## src/rtl/piso_tx.sv

```systemverilog
`default_nettype none
// ============================================================================
// Module  : piso_tx
// Brief   : Parallel-in/serial-out transmitter with valid/ready load and
//           per-bit clock divider; strobe marks the receiver sample cycle.
// Revision: 1.0
// ============================================================================
module piso_tx #(
    parameter int WIDTH     = 8,
    parameter int BIT_DIV   = 1,
    parameter int MSB_FIRST = 1
) (
    input  logic             clk,
    input  logic             reset,
    input  logic             load_valid,
    input  logic [WIDTH-1:0] load_data,
    output logic             load_ready,
    output logic             ser_out,
    output logic             ser_valid,
    output logic             ser_strobe,
    output logic             busy,
    output logic             done
);

    localparam int c_BW = $clog2(WIDTH);
    localparam int c_DW = (BIT_DIV > 1) ? $clog2(BIT_DIV) : 1;
    localparam logic [c_BW-1:0] c_BIT_LAST = c_BW'(WIDTH - 1);
    localparam logic [c_DW-1:0] c_DIV_LAST = c_DW'(BIT_DIV - 1);
    localparam logic            c_STROBE_EVERY = (BIT_DIV == 1);

    typedef enum logic [1:0] {
        S_IDLE  = 2'd0,
        S_SHIFT = 2'd1,
        S_DONE  = 2'd2
    } state_t;

    state_t            r_state;
    logic [WIDTH-1:0]  r_shreg;
    logic [c_BW-1:0]   r_bit_cnt;
    logic [c_DW-1:0]   r_div_cnt;

    logic [WIDTH-1:0]  w_shifted;
    logic              w_next_out;
    logic              w_first_out;
    logic              w_div_last;
    logic [c_DW-1:0]   w_div_inc;

    // ser_out is registered, so the bit for the next period is taken from
    // the word as it will look after the shift.
    always_comb begin
        w_shifted   = '0;
        w_next_out  = 1'b0;
        w_first_out = 1'b0;
        if (MSB_FIRST != 0) begin
            w_shifted   = {r_shreg[WIDTH-2:0], 1'b0};
            w_next_out  = r_shreg[WIDTH-2];
            w_first_out = load_data[WIDTH-1];
        end else begin
            w_shifted   = {1'b0, r_shreg[WIDTH-1:1]};
            w_next_out  = r_shreg[1];
            w_first_out = load_data[0];
        end
    end

    assign w_div_last = (r_div_cnt == c_DIV_LAST);
    assign w_div_inc  = r_div_cnt + c_DW'(1);

    always_ff @(posedge clk or negedge reset) begin
        if (!reset) begin
            r_state    <= S_IDLE;
            r_shreg    <= '0;
            r_bit_cnt  <= '0;
            r_div_cnt  <= '0;
            load_ready <= 1'b1;
            ser_out    <= 1'b0;
            ser_valid  <= 1'b0;
            ser_strobe <= 1'b0;
            busy       <= 1'b0;
            done       <= 1'b0;
        end else begin
            case (r_state)
                S_IDLE: begin
                    if (load_valid && load_ready) begin
                        r_shreg    <= load_data;
                        r_bit_cnt  <= c_BIT_LAST;
                        r_div_cnt  <= '0;
                        load_ready <= 1'b0;
                        busy       <= 1'b1;
                        ser_valid  <= 1'b1;
                        ser_out    <= w_first_out;
                        ser_strobe <= c_STROBE_EVERY;
                        r_state    <= S_SHIFT;
                    end
                end

                S_SHIFT: begin
                    if (w_div_last) begin
                        r_div_cnt <= '0;
                        if (r_bit_cnt != '0) begin
                            r_shreg    <= w_shifted;
                            r_bit_cnt  <= r_bit_cnt - c_BW'(1);
                            ser_out    <= w_next_out;
                            ser_strobe <= c_STROBE_EVERY;
                        end else begin
                            ser_out    <= 1'b0;
                            ser_valid  <= 1'b0;
                            ser_strobe <= 1'b0;
                            done       <= 1'b1;
                            r_state    <= S_DONE;
                        end
                    end else begin
                        r_div_cnt  <= w_div_inc;
                        ser_strobe <= (w_div_inc == c_DIV_LAST);
                    end
                end

                S_DONE: begin
                    done       <= 1'b0;
                    busy       <= 1'b0;
                    load_ready <= 1'b1;
                    r_state    <= S_IDLE;
                end

                default: begin
                    ser_out    <= 1'b0;
                    ser_valid  <= 1'b0;
                    ser_strobe <= 1'b0;
                    done       <= 1'b0;
                    busy       <= 1'b0;
                    load_ready <= 1'b1;
                    r_state    <= S_IDLE;
                end
            endcase
        end
    end

endmodule
`default_nettype wire

```

## config.mk

```make
export PLATFORM = sky130hd
export DESIGN_NAME = piso_tx
export DESIGN_NICKNAME = d
export VERILOG_FILES = /design/src/rtl/piso_tx.sv
export SDC_FILE = /design/constraint.sdc
export NUM_CORES = 1
export LEC_CHECK = 0
export BUFFER_PORTS_ARGS = -buffer_cell sky130_fd_sc_hd__buf_2
export CORE_MARGIN = 2
export CORE_UTILIZATION = 52
export CTS_BUF_LIST = sky130_fd_sc_hd__clkbuf_8
export CTS_CLUSTER_SIZE = 24
export DETAILED_ROUTE_END_ITERATION = 7
export GPL_ROUTABILITY_DRIVEN = 0
export MAX_ROUTING_LAYER = met4
export PLACE_DENSITY = 0.8
export SLEW_MARGIN = 20
export SYNTH_ARGS = -nofsm -noshare
export SYNTH_HDL_FRONTEND = slang
export SYNTH_SLANG_ARGS = --single-unit
```

## constraint.sdc

```tcl
create_clock -name clk -period 2.95 [get_ports clk]
set_input_delay 0 -clock clk [delete_from_list [all_inputs] [get_ports clk]]
set_output_delay 0 -clock clk [all_outputs]
set_load 0.05 [all_outputs]
```

==> results of run 1 <==
==> worst max path at each step <==
stage                       startpoint          to  slack, ps  cells after the start
after global placement    r_bit_cnt[1]  r_shreg[3]       1040                      6
final                     r_bit_cnt[1]  r_shreg[4]       1020                      6
after floorplan           r_bit_cnt[0]  r_shreg[1]       1160                      6
after CTS                 r_bit_cnt[1]  r_shreg[4]       1010                      6
after detailed placement  r_bit_cnt[0]  r_shreg[4]       1020                      6
after global routing        r_state[0]  r_shreg[5]        900                      3
==> critical path, delay by kind of cell, from the launching register on <==
kind	cells	cell delay, ps
muxes	1	400
buffers and inverters	1	50
and+or+nand+nor	1	440
adders and majority gates	2	430
AOI/OAI and AO/OA	1	150
DFF	1	350
==> cells in the mapped netlist, drive strengths merged <==
cell type	n	area (µm²)
dfrtp	17	425.4
mux2	15	176.4
nor2	5	18.77
inv	4	15.01
nand2	4	15.01
o21ai	3	15.01
a21oi	2	10.01
buf	2	16.26
ha	2	25.02
a21o	1	7.510
a22oi	1	7.510
and2	1	6.260
and3b	1	8.760
clkbuf	1	3.750
dfstp	1	26.28
mux2i	1	10.01
nand2b	1	6.260
nand3	1	5.000
nor2b	1	6.260
o21ba	1	10.01
o22ai	1	6.260
o31ai	1	21.27
or3b	1	11.26
==> where the power goes <==
part / total, mW / internal [mW] / switching [mW]
Sequential: 0.415 / 0.348 / 0.0663
Clock: 0.199 / 0.119 / 0.0799
Combinational: 0.487 / 0.231 / 0.256
==> sequential cells by signal (all words and copies together), names as in the netlist <==
name	cells
r_shreg	7
busy	1
ser_strobe	1
r_state	2
done	1
ser_valid	1
ser_out	1
load_ready	1
r_bit_cnt	3
==> logic make-up after synthesis <==
| kind of cell | count (synthesis) | share of synthesized area |
|---|---|---|
| muxes | 16 | 0.2185 |
| DFF | 18 | 0.5293 |
| AOI/OAI and AO/OA | 10 | 0.09092 |
| and+or+nand+nor | 15 | 0.09092 |
| adders and majority gates | 2 | 0.02932 |
| buffers and inverters | 7 | 0.04104 |
==> metal layers <==
layer,GRT usage,vias up
met2,0.2551,10
met3,0.06122,5
met5,-,-
met1,0.2198,266
met4,0.1091,0
li1,-,271
==> cell type report <==
cell class                 instances  area (µm²)
inverter                           4       15.01
multi-input combinational         43       366.6
tap                               16       20.02
clock buffer                       4       55.05
sequential                        18       451.7
timing repair buffer              17       90.09
fill                             120       525.5
==> metrics by stage <==
step	total power [mW]	setup slack, ps	cell area, µm²
after floorplan	0.8239	1156	853.3
after global placement	0.8990	1042	933.4
after detailed placement	0.9135	1022	933.4
after CTS	1.118	1007	998.5
after global routing	1.172	901.2	998.5
final	1.100	1017	998.5
==> cell usage in the layout, fill, tap and decap left out, drive strengths merged, types with 2 or more instances in the layout <==
| master | count |
|---|---|
| dfrtp | 17 |
| buf | 16 |
| mux2 | 15 |
| nor2 | 5 |
| inv | 4 |
| nand2 | 4 |
| clkbuf | 4 |
| o21ai | 3 |
| a21oi | 2 |
| ha | 2 |
==> timing repair <==
item | in CTS | in global routing
endpoints found under the hold margin | 18 | 0
setup endpoints to repair | 0 | 0
buffers inserted | 0 | 0
hold buffers | 1 | 0
==> impl_metrics.xml, run 1 <==
<?xml version="1.0" encoding="UTF-8"?>
<metrics>
  <group name="sta">
    <metric name="final_report_hold_violation_count" unit="">0</metric>
    <metric name="fin_tns_setup" unit="ps">0</metric>
    <metric name="final_max_slew_viol_count" unit="">0</metric>
    <metric name="finalSetupViolations" unit="">0</metric>
    <metric name="finalWorstPathRequiredPeriod" unit="ps">1933</metric>
    <metric name="finClkSkew" unit="ps">1.620</metric>
    <metric name="timing.max_slew.rel_slack" unit="">0.5901</metric>
    <metric name="fin_crit_sh" unit="">0.6552</metric>
    <metric name="grt_setup_unrepaired" unit="">false</metric>
    <metric name="hold_ws" unit="ps">51.27</metric>
    <metric name="transition_time_at_the_pin_with_the_least_slew_margin" unit="ps">613.6</metric>
    <metric name="max_freq" unit="GHz">0.5174</metric>
  </group>
  <group name="clock_tree">
    <metric name="clock_sink_count" unit="">18</metric>
    <metric name="ctsResizeCount" unit="">0</metric>
    <metric name="cts_buffer_depth" unit="">2</metric>
    <metric name="clk_transition_reported_paths" unit="ps">60</metric>
    <metric name="clock_root_buffer" unit="">sky130_fd_sc_hd__clkbuf_8</metric>
    <metric name="clk_latency" unit="ps">260</metric>
    <metric name="cts_tree" unit="">done</metric>
    <metric name="clock_tree.htree_level_count" unit="">1</metric>
    <metric name="numCtsBuffers" unit="">3</metric>
  </group>
  <group name="floorplan">
    <metric name="initial_utilization" unit="">0.5599</metric>
    <metric name="die-area" unit="mm²">0.001981</metric>
    <metric name="fp.dieW" unit="µm">44.51</metric>
    <metric name="die-height" unit="µm">44.51</metric>
    <metric name="rows" unit="">14</metric>
    <metric name="fp.coreArea" unit="mm²">0.001524</metric>
    <metric name="boundaryPins" unit="">17</metric>
  </group>
  <group name="synthesis">
    <metric name="mean_cell_area_of_the_mapped_netlist" unit="µm²">12.55</metric>
    <metric name="netlist-cell-type-count" unit="">25</metric>
    <metric name="synth_seq_cells" unit="">18</metric>
    <metric name="post_synth_inst_count" unit="">68</metric>
    <metric name="synth_nets" unit="">81</metric>
    <metric name="yosys_warnings" unit="">0</metric>
    <metric name="seq_area_frac_synth" unit="">0.5293</metric>
    <metric name="synth.cell_area" unit="µm²">853.3</metric>
  </group>
  <group name="worst_setup_path">
    <metric name="timing.setup.critical_path_class" unit="">flop to flop</metric>
    <metric name="crit_fanout" unit="">10</metric>
    <metric name="required" unit="ps">3090</metric>
    <metric name="reg2regPathDepth" unit="">6</metric>
    <metric name="critical_path_start_type" unit="">flop</metric>
    <metric name="critPathSlowestCell" unit="">sky130_fd_sc_hd__or3b_4</metric>
    <metric name="worst_path_largest_cell_delay" unit="ps">440</metric>
    <metric name="path_common_cell" unit="">sky130_fd_sc_hd__ha_1</metric>
    <metric name="startpoint_of_the_lowest_slack_register_to_register_path" unit="">r_bit_cnt[1]</metric>
    <metric name="rrSetupSlack" unit="ps">1020</metric>
    <metric name="worst_ep_arrival_time" unit="ps">2070</metric>
    <metric name="cp-end-kind" unit="">flop</metric>
    <metric name="list_of_cells_traversed_by_the_critical_path" unit="">inv_1 -&gt; ha_1 -&gt; ha_1 -&gt; or3b_4 -&gt; o31ai_4 -&gt; mux2_2</metric>
    <metric name="worstReg2RegEnd" unit="">r_shreg[4]</metric>
  </group>
  <group name="hold_path">
    <metric name="hold_path_end" unit="">ser_out</metric>
    <metric name="path_type_of_the_worst_min_delay_path" unit="">input pin to flop</metric>
    <metric name="min_path_cells" unit="">3</metric>
    <metric name="timing.hold.worst.start" unit="">load_data[7]</metric>
  </group>
  <group name="finish">
    <metric name="area_growth_syn_to_layout" unit="%">17.01</metric>
    <metric name="drive_gt1_frac" unit="">0.4535</metric>
    <metric name="stdcell_count" unit="">102</metric>
    <metric name="finish.net_count" unit="">100</metric>
    <metric name="antenna-diode-count" unit="">0</metric>
    <metric name="fin_util" unit="">0.6552</metric>
  </group>
  <group name="routing">
    <metric name="met3WireLength" unit="µm">51</metric>
    <metric name="detail_route.iter0.violations" unit="">4</metric>
    <metric name="residual_drc" unit="">0</metric>
    <metric name="routedWlPerCell" unit="µm">12.76</metric>
    <metric name="via_count" unit="">552</metric>
    <metric name="drt-met1-wl" unit="µm">575</metric>
    <metric name="antenna_violating_nets_post_route" unit="">0</metric>
    <metric name="totalWireLength" unit="µm">1302</metric>
    <metric name="viasPerCell" unit="">5.412</metric>
    <metric name="dr.pass1.iters" unit="">4</metric>
    <metric name="met2WireLength" unit="µm">638</metric>
    <metric name="dr.max_layer_used" unit="">met4</metric>
  </group>
  <group name="global_routing">
    <metric name="globalRouteTotalUtil" unit="">0.1800</metric>
    <metric name="wire_length_of_the_first_global_routing_pass" unit="µm">2311</metric>
    <metric name="antenna_found_initial" unit="">0</metric>
    <metric name="grt_start_max_net_pins" unit="">19</metric>
    <metric name="grt-ovfl-total" unit="">0</metric>
    <metric name="grt_pass1_vias" unit="">520</metric>
  </group>
  <group name="place">
    <metric name="dp_hpwl" unit="µm">969.9</metric>
    <metric name="io_buffer_count" unit="">16</metric>
    <metric name="post-place-cells" unit="">97</metric>
  </group>
  <group name="run_status">
    <metric name="outcome" unit="">completed</metric>
  </group>
  <group name="pwr">
    <metric name="power-per-cell-area" unit="mW/mm²">1102</metric>
    <metric name="vdd_ir_drop_max" unit="mV">0.6943</metric>
    <metric name="p_leak" unit="nW">0.4847</metric>
  </group>
  <group name="job">
    <metric name="total_of_max_cap_violations" unit="">0</metric>
  </group>
</metrics>
Power figures use the tool's default switching activity.
==> run 2, diff against run 1 <==
Settings changed: CORE_UTILIZATION 52 to 50.
Clock period 2.95 ns to 1.76 ns, I/O delays scaled along.
==> run 2 against run 1 <==
Against the previous run:
- critical path depth unchanged
- global-route usage up 4.4 points
- wire length up 41%
- largest cell class unchanged
- largest power group unchanged
- highest routed layer unchanged
==> impl_metrics.xml, run 2 (synthesized netlist as in run 1, its figures left out) <==
<?xml version="1.0" encoding="UTF-8"?>
<metrics>
  <group name="run_status">
    <metric name="outcome" unit="">completed</metric>
  </group>
  <group name="worst_setup_path">
    <metric name="timing.critical_path.depth" unit="">6</metric>
    <metric name="path_common_cell" unit="">sky130_fd_sc_hd__ha_4</metric>
    <metric name="worst_ep_arrival_time" unit="ps">1880</metric>
    <metric name="required" unit="ps">1900</metric>
    <metric name="worst_path_largest_cell_delay" unit="ps">420</metric>
    <metric name="worstReg2RegEnd" unit="">r_shreg[1]</metric>
    <metric name="timing.critical_path.to" unit="">r_shreg[1]</metric>
    <metric name="timing.setup.critical_path_class" unit="">flop to flop</metric>
    <metric name="critical_path_start_type" unit="">flop</metric>
    <metric name="crit_fanout" unit="">5</metric>
    <metric name="list_of_cells_traversed_by_the_critical_path" unit="">inv_2 -&gt; ha_4 -&gt; ha_4 -&gt; or3b_4 -&gt; o31ai_4 -&gt; mux2_4</metric>
    <metric name="cp-startpoint" unit="">r_bit_cnt[1]</metric>
    <metric name="path_delay_family" unit="">simple AND/OR/NAND/NOR gates</metric>
    <metric name="reg2regPathDepth" unit="">6</metric>
    <metric name="critPathSlowestCell" unit="">sky130_fd_sc_hd__or3b_4</metric>
    <metric name="number_of_buffer_and_inverter_instances_along_the_worst_setup_path" unit="">1</metric>
    <metric name="cp-end-kind" unit="">flop</metric>
    <metric name="rrSetupSlack" unit="ps">20</metric>
    <metric name="startpoint_of_the_lowest_slack_register_to_register_path" unit="">r_bit_cnt[1]</metric>
  </group>
  <group name="sta">
    <metric name="layout_setup_ws" unit="ps">15.45</metric>
    <metric name="final_report_hold_violation_count" unit="">0</metric>
    <metric name="timing.max_slew.rel_slack" unit="">0.7127</metric>
    <metric name="finalWorstPathRequiredPeriod" unit="ps">1745</metric>
    <metric name="grt_setup_unrepaired" unit="">true</metric>
    <metric name="finalSetupViolations" unit="">0</metric>
    <metric name="final_max_slew_viol_count" unit="">0</metric>
    <metric name="finClkSkew" unit="ps">3.629</metric>
    <metric name="max_freq" unit="GHz">0.5732</metric>
    <metric name="transition_time_at_the_pin_with_the_least_slew_margin" unit="ps">430.9</metric>
    <metric name="fin_crit_sh" unit="">0.9912</metric>
  </group>
  <group name="place">
    <metric name="post-place-cells" unit="">103</metric>
    <metric name="dp_hpwl" unit="µm">1173</metric>
    <metric name="io_buffer_count" unit="">16</metric>
    <metric name="dpl_worst_slack" unit="ps">-122.9</metric>
    <metric name="post_dp_cell_area" unit="µm²">978.4</metric>
  </group>
  <group name="finish">
    <metric name="leading_cell_types_in_the_layout_fill_and_taps_excluded" unit="">sky130_fd_sc_hd__dfrtp_1 (16), sky130_fd_sc_hd__buf_2 (16), sky130_fd_sc_hd__mux2_4 (8), sky130_fd_sc_hd__mux2_2 (7), sky130_fd_sc_hd__buf_4 (7)</metric>
    <metric name="drive_gt1_frac" unit="">0.5532</metric>
    <metric name="largest_register_ffs" unit="">7</metric>
    <metric name="max_flop_register" unit="">r_shreg</metric>
    <metric name="finish.net_count" unit="">108</metric>
    <metric name="antenna-diode-count" unit="">0</metric>
    <metric name="reg_top3" unit="">r_shreg x7, r_bit_cnt x3, r_state x2</metric>
    <metric name="post-route-cell-area" unit="mm²">0.001121</metric>
    <metric name="stdcell_count" unit="">110</metric>
    <metric name="area_growth_syn_to_layout" unit="%">31.38</metric>
  </group>
  <group name="routing">
    <metric name="met2WireLength" unit="µm">968</metric>
    <metric name="detail_route.iter0.violations" unit="">7</metric>
    <metric name="via_count" unit="">606</metric>
    <metric name="dr.pass1.iters" unit="">4</metric>
    <metric name="viasPerCell" unit="">5.509</metric>
    <metric name="totalWireLength" unit="µm">1840</metric>
    <metric name="antenna_violating_nets_post_route" unit="">0</metric>
    <metric name="routedWlPerCell" unit="µm">16.73</metric>
    <metric name="met3WireLength" unit="µm">64</metric>
    <metric name="residual_drc" unit="">0</metric>
    <metric name="drt-met1-wl" unit="µm">771</metric>
    <metric name="dr.max_layer_used" unit="">met4</metric>
  </group>
  <group name="clock_tree">
    <metric name="clock_root_buffer" unit="">sky130_fd_sc_hd__clkbuf_8</metric>
    <metric name="clk_latency" unit="ps">250</metric>
    <metric name="cts_tree" unit="">done</metric>
    <metric name="clk_transition_reported_paths" unit="ps">70</metric>
    <metric name="cts_buffer_depth" unit="">2</metric>
    <metric name="clock_sink_count" unit="">18</metric>
    <metric name="clock_tree.htree_level_count" unit="">1</metric>
    <metric name="numCtsBuffers" unit="">3</metric>
  </group>
  <group name="floorplan">
    <metric name="die-height" unit="µm">45.31</metric>
    <metric name="initial_utilization" unit="">0.5474</metric>
    <metric name="die-area" unit="mm²">0.002053</metric>
    <metric name="fp.dieW" unit="µm">45.31</metric>
    <metric name="rows" unit="">14</metric>
    <metric name="fp.coreArea" unit="mm²">0.001559</metric>
    <metric name="boundaryPins" unit="">17</metric>
  </group>
  <group name="global_routing">
    <metric name="antenna_found_initial" unit="">0</metric>
    <metric name="grt_pass1_vias" unit="">638</metric>
    <metric name="grt-ovfl-total" unit="">0</metric>
    <metric name="grt_start_max_net_pins" unit="">19</metric>
    <metric name="globalRouteTotalUtil" unit="">0.2242</metric>
    <metric name="wire_length_of_the_first_global_routing_pass" unit="µm">2925</metric>
  </group>
  <group name="hold_path">
    <metric name="path_type_of_the_worst_min_delay_path" unit="">input pin to flop</metric>
    <metric name="timing.hold.worst.start" unit="">load_valid</metric>
  </group>
  <group name="pwr">
    <metric name="p_leak" unit="nW">0.5414</metric>
    <metric name="power-per-cell-area" unit="mW/mm²">1927</metric>
    <metric name="vdd_ir_drop_max" unit="mV">1.004</metric>
  </group>
  <group name="job">
    <metric name="total_of_max_cap_violations" unit="">0</metric>
  </group>
</metrics>
run 2: cell types whose count changed in the layout (fill, tap and decap cells not counted):
cell                      delta
sky130_fd_sc_hd__inv_2       +2
sky130_fd_sc_hd__mux2_4      +6
sky130_fd_sc_hd__dfrtp_2     +1
sky130_fd_sc_hd__ha_1        -2
sky130_fd_sc_hd__dfrtp_1     -1
sky130_fd_sc_hd__o31ai_4     +1
sky130_fd_sc_hd__buf_4       +7
sky130_fd_sc_hd__inv_1       -2
sky130_fd_sc_hd__mux2_2      -6
sky130_fd_sc_hd__ha_4        +2
run 2: what timing repair did:
item,4_1_cts,5_1_grt
pin swaps,2,0
buffers inserted,1,0
gates resized for setup,10,4
hold buffers,1,0
hold endpoints to repair,18,0
endpoints found under the setup margin,8,7
gates cloned,1,0
run 2: area by class of cell:
cell class                      count  area (µm²)
Sequential cell                    18       452.9
Fill cell                         111       437.9
Multi-Input combinational cell     44       435.4
Timing Repair Buffer               24       142.6
Clock buffer                        4       55.05
Tap cell                           16       20.02
Inverter                            4       15.01
run 2: power breakdown:
part           switching [mW]  leakage (nW)  internal (mW)
registers               0.123         0.208          0.587
clock network           0.137        0.0288          0.199
logic                   0.550         0.305          0.565
run 2: worst min path at each step:
stage / to / cells after the start
after floorplan: busy / 0
after global placement: ser_out / 1
after detailed placement: ser_out / 1
after CTS: load_ready / 3
after global routing: load_ready / 3
final: load_ready / 3
run 2: worst reg2reg max path, stage by stage (launching register included):
cell                      delay (ps)
sky130_fd_sc_hd__dfrtp_1         370
sky130_fd_sc_hd__inv_2            50
sky130_fd_sc_hd__ha_4            160
sky130_fd_sc_hd__ha_4            150
sky130_fd_sc_hd__or3b_4          420
sky130_fd_sc_hd__o31ai_4         140
sky130_fd_sc_hd__mux2_4          350
run 2: metal layers:
layer / global-route usage / up-vias
met5: - / -
met4: 0.08824 / 0
met3: 0.06000 / 4
met2: 0.3800 / 10
met1: 0.2494 / 304
li1: - / 288
run 2: through the flow:
stage                     hold WS, ps  power [mW]  setup TNS, ps    util
after floorplan                -295.6       1.381         -204.2       -
after global placement         -54.18       1.576         -296.9  0.6276
after detailed placement       -54.01       1.626         -813.7  0.6276
after CTS                       49.42       2.139              0  0.7159
after global routing            57.50       2.288         -121.4  0.7191
final                           53.36       2.160              0  0.7191
